[config.mk]
export PLATFORM = sky130hd
export DESIGN_NAME = seq_stream_ctrl
export DESIGN_NICKNAME = d
export VERILOG_FILES = /design/src/rtl/seq_stream_ctrl.sv
export SDC_FILE = /design/constraint.sdc
export NUM_CORES = 1
export LEC_CHECK = 0
export CORE_UTILIZATION = 44
export CTS_CLUSTER_DIAMETER = 100
export CTS_CLUSTER_SIZE = 20
export DETAILED_ROUTE_END_ITERATION = 6
export GPL_TIMING_DRIVEN = 0
export PLACE_DENSITY = 0.71
export SYNTH_ARGS = -nofsm -noshare
export SYNTH_HDL_FRONTEND = slang
export SYNTH_SLANG_ARGS = --single-unit
[constraint.sdc]
create_clock -name clk -period 1.4 [get_ports clk]
set_input_delay 0.35 -clock clk [delete_from_list [all_inputs] [get_ports clk]]
set_output_delay 0.35 -clock clk [all_outputs]
set_load 0.01 [all_outputs]
[src/rtl/seq_stream_ctrl.sv]
// -----------------------------------------------------------------------------
// seq_stream_ctrl
//   Word-level controller for an external bit-serial "1101" Mealy detector.
//   A word taken over the in_valid/in_ready handshake is shifted into the
//   detector MSB-first, one bit per clock. The detector is cleared for one
//   cycle before each word. Detector hits are counted, with saturation, and
//   the per-word count is returned over the out_valid/out_ready handshake.
//
//   Optional build macro: SEQ_HITMAP_EN adds out_hitmap. Bit WORD_W-1-i of
//   out_hitmap is set when the detector fired in shift cycle i.
//
// Ports
//   clk        system clock, rising edge
//   rst        asynchronous reset, active low
//   in_valid   input word valid
//   in_data    input word, WORD_W bits, shifted MSB first
//   in_ready   controller can accept a word (IDLE only)
//   det_din    serial bit to detector din
//   det_rst    synchronous active-high reset to detector
//   det_y      detector Mealy output, sampled during SHIFT only
//   out_valid  result valid
//   out_count  hits seen in the last word, CNT_W bits, saturating
//   out_ready  consumer accepts result
//   busy       high in every state except IDLE
//   out_hitmap (SEQ_HITMAP_EN only) per-bit match positions
// -----------------------------------------------------------------------------
module seq_stream_ctrl #(
    parameter int WORD_W = 8,
    parameter int CNT_W  = 4
) (
    input  logic              clk,
    input  logic              rst,
    input  logic              in_valid,
    input  logic [WORD_W-1:0] in_data,
    output logic              in_ready,
    output logic              det_din,
    output logic              det_rst,
    input  logic              det_y,
    output logic              out_valid,
    output logic [CNT_W-1:0]  out_count,
    input  logic              out_ready,
    output logic              busy
`ifdef SEQ_HITMAP_EN
    ,
    output logic [WORD_W-1:0] out_hitmap
`endif
);

    localparam int IDX_W = (WORD_W > 1) ? $clog2(WORD_W) : 1;
    localparam logic [IDX_W-1:0] IDX_LAST = IDX_W'(WORD_W - 1);
    localparam logic [IDX_W-1:0] IDX_ONE  = IDX_W'(1);
    localparam logic [CNT_W-1:0] CNT_MAX  = {CNT_W{1'b1}};
    localparam logic [CNT_W-1:0] CNT_ONE  = CNT_W'(1);

    typedef enum logic [2:0] {
        ST_INIT   = 3'd0,
        ST_IDLE   = 3'd1,
        ST_CLR    = 3'd2,
        ST_SHIFT  = 3'd3,
        ST_REPORT = 3'd4
    } state_t;

    // Saturating increment: the count sticks at its maximum instead of wrapping.
    function automatic logic [CNT_W-1:0] sat_inc(input logic [CNT_W-1:0] v);
        if (v == CNT_MAX) begin
            sat_inc = CNT_MAX;
        end else begin
            sat_inc = v + CNT_ONE;
        end
    endfunction

    state_t              state_r, state_nxt_s;
    logic [WORD_W-1:0]   shreg_r, shreg_nxt_s;
    logic [IDX_W-1:0]    idx_r, idx_nxt_s;
    logic [CNT_W-1:0]    cnt_r, cnt_nxt_s;
    logic [CNT_W-1:0]    out_count_r, out_count_nxt_s;
    logic                in_ready_r, in_ready_nxt_s;
    logic                busy_r, busy_nxt_s;
    logic                det_rst_r, det_rst_nxt_s;
    logic                det_din_r, det_din_nxt_s;
    logic                out_valid_r, out_valid_nxt_s;
    logic                accept_s;

    assign accept_s  = (state_r == ST_IDLE) && in_valid && in_ready_r;

    assign in_ready  = in_ready_r;
    assign busy      = busy_r;
    assign det_rst   = det_rst_r;
    assign det_din   = det_din_r;
    assign out_valid = out_valid_r;
    assign out_count = out_count_r;

    // Next-state, datapath and next-output logic. Outputs are decoded from
    // the next state so the registered outputs line up with the state.
    always_comb begin
        state_nxt_s     = state_r;
        shreg_nxt_s     = shreg_r;
        idx_nxt_s       = idx_r;
        cnt_nxt_s       = cnt_r;
        out_count_nxt_s = out_count_r;

        case (state_r)
            ST_INIT: begin
                state_nxt_s = ST_IDLE;
            end
            ST_IDLE: begin
                if (accept_s) begin
                    shreg_nxt_s = in_data;
                    idx_nxt_s   = {IDX_W{1'b0}};
                    cnt_nxt_s   = {CNT_W{1'b0}};
                    state_nxt_s = ST_CLR;
                end else begin
                    state_nxt_s = ST_IDLE;
                end
            end
            ST_CLR: begin
                state_nxt_s = ST_SHIFT;
            end
            ST_SHIFT: begin
                // det_y reflects the bit driven this cycle, so it is counted now.
                if (det_y) begin
                    cnt_nxt_s = sat_inc(cnt_r);
                end else begin
                    cnt_nxt_s = cnt_r;
                end
                shreg_nxt_s = {shreg_r[WORD_W-2:0], 1'b0};
                idx_nxt_s   = idx_r + IDX_ONE;
                if (idx_r == IDX_LAST) begin
                    out_count_nxt_s = cnt_nxt_s;
                    state_nxt_s     = ST_REPORT;
                end else begin
                    state_nxt_s = ST_SHIFT;
                end
            end
            ST_REPORT: begin
                if (out_ready) begin
                    state_nxt_s = ST_IDLE;
                end else begin
                    state_nxt_s = ST_REPORT;
                end
            end
            default: begin
                state_nxt_s = ST_INIT;
            end
        endcase

        in_ready_nxt_s  = 1'b0;
        busy_nxt_s      = 1'b1;
        det_rst_nxt_s   = 1'b0;
        det_din_nxt_s   = 1'b0;
        out_valid_nxt_s = 1'b0;

        case (state_nxt_s)
            ST_INIT: begin
                det_rst_nxt_s = 1'b1;
            end
            ST_IDLE: begin
                in_ready_nxt_s = 1'b1;
                busy_nxt_s     = 1'b0;
            end
            ST_CLR: begin
                det_rst_nxt_s = 1'b1;
            end
            ST_SHIFT: begin
                det_din_nxt_s = shreg_nxt_s[WORD_W-1];
            end
            ST_REPORT: begin
                out_valid_nxt_s = 1'b1;
            end
            default: begin
                det_rst_nxt_s = 1'b1;
            end
        endcase
    end

    // State, datapath and output registers.
    always_ff @(posedge clk or negedge rst) begin
        if (!rst) begin
            state_r     <= ST_INIT;
            shreg_r     <= {WORD_W{1'b0}};
            idx_r       <= {IDX_W{1'b0}};
            cnt_r       <= {CNT_W{1'b0}};
            out_count_r <= {CNT_W{1'b0}};
            in_ready_r  <= 1'b0;
            busy_r      <= 1'b1;
            det_rst_r   <= 1'b1;
            det_din_r   <= 1'b0;
            out_valid_r <= 1'b0;
        end else begin
            state_r     <= state_nxt_s;
            shreg_r     <= shreg_nxt_s;
            idx_r       <= idx_nxt_s;
            cnt_r       <= cnt_nxt_s;
            out_count_r <= out_count_nxt_s;
            in_ready_r  <= in_ready_nxt_s;
            busy_r      <= busy_nxt_s;
            det_rst_r   <= det_rst_nxt_s;
            det_din_r   <= det_din_nxt_s;
            out_valid_r <= out_valid_nxt_s;
        end
    end

`ifdef SEQ_HITMAP_EN
    logic [WORD_W-1:0] hitmap_r;

    assign out_hitmap = hitmap_r;

    // Match map: det_y shifted in from the LSB, so after WORD_W shifts the
    // first shift cycle lands on bit WORD_W-1, matching the in_data position.
    always_ff @(posedge clk or negedge rst) begin
        if (!rst) begin
            hitmap_r <= {WORD_W{1'b0}};
        end else if (accept_s) begin
            hitmap_r <= {WORD_W{1'b0}};
        end else if (state_r == ST_SHIFT) begin
            hitmap_r <= {hitmap_r[WORD_W-2:0], det_y};
        end else begin
            hitmap_r <= hitmap_r;
        end
    end
`endif

endmodule

Word level (Yosys, flattened, before mapping)
Cells that the tools add are included.
Word-level totals
  memory bits (read-only): 0
  input port bits: 13
  memories: 0
  register bits: 27
  bits in latches: 0
  output and inout port bits: 9
  memory bits (writable): 0
  word-level logic and storage cells: 47
Operators by class
  div/mod/pow operators: 0
  $add $sub $neg: 2
  shifts and indexed selects: 0
  multiplexer cells: 17
  bitwise operators: 0
  reductions and logical operators: 7
  magnitude comparators: 0
  equal/unequal tests: 10
  multipliers: 0
Operators by type and width (count)
  one-hot mux 8 bit (2 select lines): 1
  one-hot mux 3 bit (5 select lines): 1
  2-to-1 mux 4 bit: 3
  == test 3 x 2 -> 1 bit, second input constant: 3
  == test 3 bit, second input constant: 3
  2-to-1 mux 3 bit: 3
  2-to-1 mux 8 bit: 1
  one-hot mux 4 bit (2 select lines): 1
  == test 3 x 1 -> 1 bit, second input constant: 2
  one-hot mux 3 bit (2 select lines): 1
  2-to-1 mux 1 bit: 5
  adder 4 x 1 -> 4 bit, second input constant: 1
  == test 4 bit, second input constant: 1
  AND reduction 2 bit: 2
  adder 3 x 1 -> 3 bit, second input constant: 1
  logical NOT 3 bit: 1
  OR reduction 3 bit: 1
  logical AND 1 bit: 2
  2-to-1 mux 2 bit: 1
  inequality test 2 bit, second input constant: 1
  nonzero test 2 bit: 1

Depth between registers and ports, before layout
Gate-level depths: netlist (run 1).
  depth after elaboration: 8
  depth in mapped cells: 5
  mapped depth without buffers: 5

Worst setup path after synthesis (run 1)
No wires, ideal clock.
  kind: reg2reg
  from: register idx_r[0]
  to: register out_count_r[1], in the netlist out_count[1]
  buffers on the path: 0
  stages on the path, launching flop included: 5
  arrival time: 1.232 ns
  period minus slack after synthesis: 1.360 ns
  library setup time: 0.128 ns
  slack: 0.040 ns
  required time: 1.272 ns
  cell sequence: dfrtp_1 > ha_1 > ha_1 > nand4b_4 > mux2_1
On the way
  longest elaborated chain between the ends: 2
RTL lines
  start: declaration: RTL line 74  | logic [IDX_W-1:0] idx_r, idx_nxt_s;
  start signal: assignment: RTL line 181  | idx_r <= {IDX_W{1'b0}};
  start signal: assignment: RTL line 192  | idx_r <= idx_nxt_s;
  == test 3 bit: RTL line 128  | if (idx_r == IDX_LAST) begin
  AND reduction 2 bit (no line)
  end signal: assignment: RTL line 183  | out_count_r <= {CNT_W{1'b0}};
  end signal: assignment: RTL line 194  | out_count_r <= out_count_nxt_s;
  end: declaration: RTL line 76  | logic [CNT_W-1:0] out_count_r, out_count_nxt_s;
No other way between the ends.
A chain may end at the register's enable or synchronous reset.

Worst setup path in the final report (run 1)
  from: register cnt_r[0]
  to: register out_count_r[1], in the netlist out_count[1]
On the way
  longest elaborated chain between the ends: 3
  elaborated cells on any way between the ends: 4
  classes of those cells: add/sub (1); eq/ne (1); mux (2)
RTL lines
  start: declaration: RTL line 75  | logic [CNT_W-1:0] cnt_r, cnt_nxt_s;
  start signal: assignment: RTL line 182  | cnt_r <= {CNT_W{1'b0}};
  start signal: assignment: RTL line 193  | cnt_r <= cnt_nxt_s;
  adder 4 x 1 -> 4 bit / == test 4 bit (equally long branches): RTL line 68, 65
  2-to-1 mux 4 bit (*): RTL line 65  | if (v == CNT_MAX) begin
  2-to-1 mux 4 bit (*): RTL line 121  | if (det_y) begin
Every way passes the cells marked *; elsewhere a longest branch is shown, timed or not.

==> results of run 1 <==
## logic make-up after synthesis
logic type / share of synthesized area, %
AO/OA/AOI/OAI: 19.23
adder cells (fa/ha/maj): 2.871
buffers and inverters: 5.358
flip-flops: 51.87
multiplexers: 2.392
AND/OR/NAND/NOR: 18.28
## stage by stage
step                total power, mW  cells  cell area, µm²
finish                        3.648    183            1688
global placement              2.994    167            1546
CTS                           3.374    174            1580
global route                  3.952    183            1688
detailed placement            3.057    167            1546
floorplan                     2.509    116            1308
## area by class of cell
| cell class | count | area, µm² |
|---|---|---|
| clock buffers | 4 | 26.28 |
| repair buffers | 33 | 284.0 |
| plain buffers | 6 | 53.80 |
| fillers | 241 | 1094 |
| multi-input cells | 79 | 595.6 |
| inverters | 3 | 11.26 |
| well taps | 31 | 38.79 |
| flip-flops and latches | 27 | 678.2 |
## registers in the layout, summed over array words and instances (netlist names)
register / count
out_count: 4
cnt_r: 4
det_din: 1
idx_r: 3
state_r: 3
out_valid: 1
det_rst: 1
busy: 1
in_ready: 1
shreg_r: 8
## per-layer routing
layer	vias to the layer above	part of all wire, %	global-route usage (%)	routed length, µm
li1	495	-	-	-
met2	20	50	27.90	1399
met4	0	2.4	7.317	67
met1	512	45	26.73	1256
met5	-	0	0	0
met3	6	2.5	2.304	70
## synthesized netlist by cell type
cell	n	area share, %
or2b_1	3	1.7
o21ai_2	1	0.67
dfrtp_1	25	48
mux2i_1	2	1.5
o22a_1	1	0.67
o41ai_1	2	1.3
and3b_1	2	1.3
buf_6	4	3.4
a21oi_1	9	3.4
a221o_1	3	2.3
nor2_1	4	1.1
o22ai_1	2	0.96
and2_0	1	0.48
a31oi_1	2	0.96
buf_2	2	0.77
inv_1	3	0.86
ha_1	3	2.9
nand4b_4	1	1.8
nand4b_1	1	0.67
a21o_1	1	0.57
and3_1	4	1.9
o2bb2ai_1	1	0.67
clkbuf_1	1	0.29
nand2b_1	1	0.48
a311oi_1	1	0.67
dfstp_2	2	4.0
mux2_1	1	0.86
and2_1	3	1.4
o31ai_1	1	0.57
a22o_1	4	2.7
o221a_2	3	2.6
nor2b_1	1	0.48
and2b_4	1	0.77
nor2b_4	1	1.1
nand4_1	1	0.48
nand2_1	13	3.7
nand3_1	2	0.77
o21ai_0	3	1.1
## critical path, delay by kind of cell, from the launching register on
family | cells | cell delay [ns]
AOI/OAI and AO/OA | 2 | 0.27
adders and majority gates | 1 | 0.26
DFF | 1 | 0.48
muxes | 1 | 0.28
## timing repair
item | 4_1_cts | 5_1_grt
setup endpoints to repair | 35 | 15
pin swaps | 1 | 5
gates resized for setup | 18 | 12
setup buffers | 3 | 9
gates cloned | 0 | 1
## power by group through the flow
stage / Clock [mW] / Combinational, mW / Sequential, mW
floorplan: 0 / 1.12 / 1.39
global placement: 0 / 1.63 / 1.36
detailed placement: 0 / 1.68 / 1.38
CTS: 0.354 / 1.67 / 1.35
global route: 0.380 / 2.16 / 1.42
finish: 0.344 / 1.93 / 1.37
## layout by cell type, fill, tap and decap left out, drive strengths merged, types with 3 or more instances in the layout
cell type,instances
a221o,3
ha,3
o21ai,4
inv,3
clkdlybuf4s50,10
buf,20
nand2,13
clkbuf,5
o221a,3
and3,4
dfrtp,25
a21oi,9
nor2,4
and2,4
a22o,4
dlygate4sd2,6
or2b,3
## final timing paths
check / start / endpoint / slack, ns / cells after the start
setup / recovery: cnt_r[0]$_DFFE_PN0P_ / out_count[1]$_DFFE_PN0P_ / 0.02 / 4
hold / removal: rst / shreg_r[5]$_DFFE_PN0P_ / 0.35 / 1
min in group clk: det_y / out_count[0]$_DFFE_PN0P_ / 0.47 / 3
setup reg to reg: cnt_r[0]$_DFFE_PN0P_ / out_count[1]$_DFFE_PN0P_ / 0.02 / 4
max in group asynchronous: rst / out_count[0]$_DFFE_PN0P_ / 0.36 / 1
hold reg to reg: out_count[2]$_DFFE_PN0P_ / out_count[2]$_DFFE_PN0P_ / 0.49 / 2
==> metrics.csv, run 1 <==
stage,metric,value,unit
outcome,status,finished clean,
pwr,pwr-share-clk,9.4,%
logic_synthesis,synth.distinct_cells,38,
place,dpl_worst_slack,-0.3982,ns
route,post_drt_wl_per_cell,15.26,µm
floorplanning,core,2781,µm²
job,cap_violations,0,
cts,cts-root-buf,clkbuf_4,
floorplanning,initial_core_util,47.01,%
sta,slew_headroom,22.86,%
floorplanning,chipHeight,56.51,µm
layout,area_delta_synth_final,29.09,%
route,ant_nets,0,
sta,finalSetupViolations,0,
grt,grt_start_max_net_pins,28,
worst_setup_path,end_kind,flop,
cts,clk_pin_slew,0.15,ns
logic_synthesis,ys_seq_elements,27,
route,drc,0,
layout,num_antenna_cells,0,
place,dp_hpwl,1.760,mm
sta,min_period,1.378,ns
pwr,p_int,2.289,mW
pwr,p_comb_share,52.9,%
pwr,p_sw_share,37.26,%
layout,final_util,60.68,%
layout,drive_gt1_share,25.66,%
place,port_buffers,20,
logic_synthesis,syn-num-nets,132,
sta,final-hold-violation-count,0,
min_path,hp-class,in2async,
floorplanning,dieArea,3193,µm²
place,place.gp.congestion,0.7532,
logic_synthesis,synth_area,1308,µm²
cts,cts_tree,yes,
floorplanning,num_rows,19,
cts,h-tree-depth,1,
floorplanning,die_w,56.51,µm
grt,grt_pass1_vias,976,
worst_setup_path,worstPathRequired,1.62,ns
route,drt_iter0_markers,31,
logic_synthesis,yosys_warnings,0,
grt,grt_use_total,18.40,%
pwr,p_sw,1.359,mW
sta,holdWs,0.3465,ns
route,vias_per_cell,5.645,
worst_setup_path,crit_path_max_fanout,5,
pwr,ir_drop,1249,µV
worst_setup_path,worst_path_largest_cell_delay,0.48,ns
cts,clkSinkCount,27,
cts,cts_buffer_depth,2,
pwr,p_per_area,2161,nW/µm²
cts,clock_latency,0.33,ns
worst_setup_path,critPathKind,reg2reg,
sta,fmax,725.6,MHz
logic_synthesis,synth_cells,116,
worst_setup_path,startpoint_type,flop,
route,via_count,1033,
worst_setup_path,worstPathCellList,ha_4 -> a31oi_1 -> a21oi_2 -> mux2_4,
route,drt-pass1-iter-count,4,
route,routed_wl,2.793,mm
pwr,power.share.sequential,37.6,%
sta,slew_violations,0,
sta,fin_crit_sh,98.45,%
worst_setup_path,cp.arrival,1.60,ns
cts,postCtsHoldBufs,0,
sta,worst_pin_slew,1.157,ns
sta,finalSetupTns,0,ns
grt,antenna_found_initial,0,
worst_setup_path,cpMaxStageDelayCell,dfrtp_1,
logic_synthesis,yosysSeqAreaShare,51.87,%
cts,cts_buffers,3,
sta,worst_slack,0.02174,ns
grt,grt_pass1_wl,4.581,mm
grt,globalRoute.totalOverflow,0,
layout,final_nets,169,
sta,skew,0.01166,ns
logic_synthesis,synth.avg_cell_area,11.27,µm²
floorplanning,io_pins,22,
pwr,p_leak,0.7972,nW
Power figures use the tool's default switching activity.
==> inputs of run 2 (changes only) <==
--- a/config.mk
+++ b/config.mk
@@ -5,6 +5,7 @@
 export SDC_FILE = /design/constraint.sdc
 export NUM_CORES = 1
 export LEC_CHECK = 0
+export ABC_CLOCK_PERIOD_IN_PS = 1400
 export CORE_UTILIZATION = 44
 export CTS_CLUSTER_DIAMETER = 100
 export CTS_CLUSTER_SIZE = 20
==> results of run 2 <==
Final layout, timing and power as in run 1 (identical DEF).
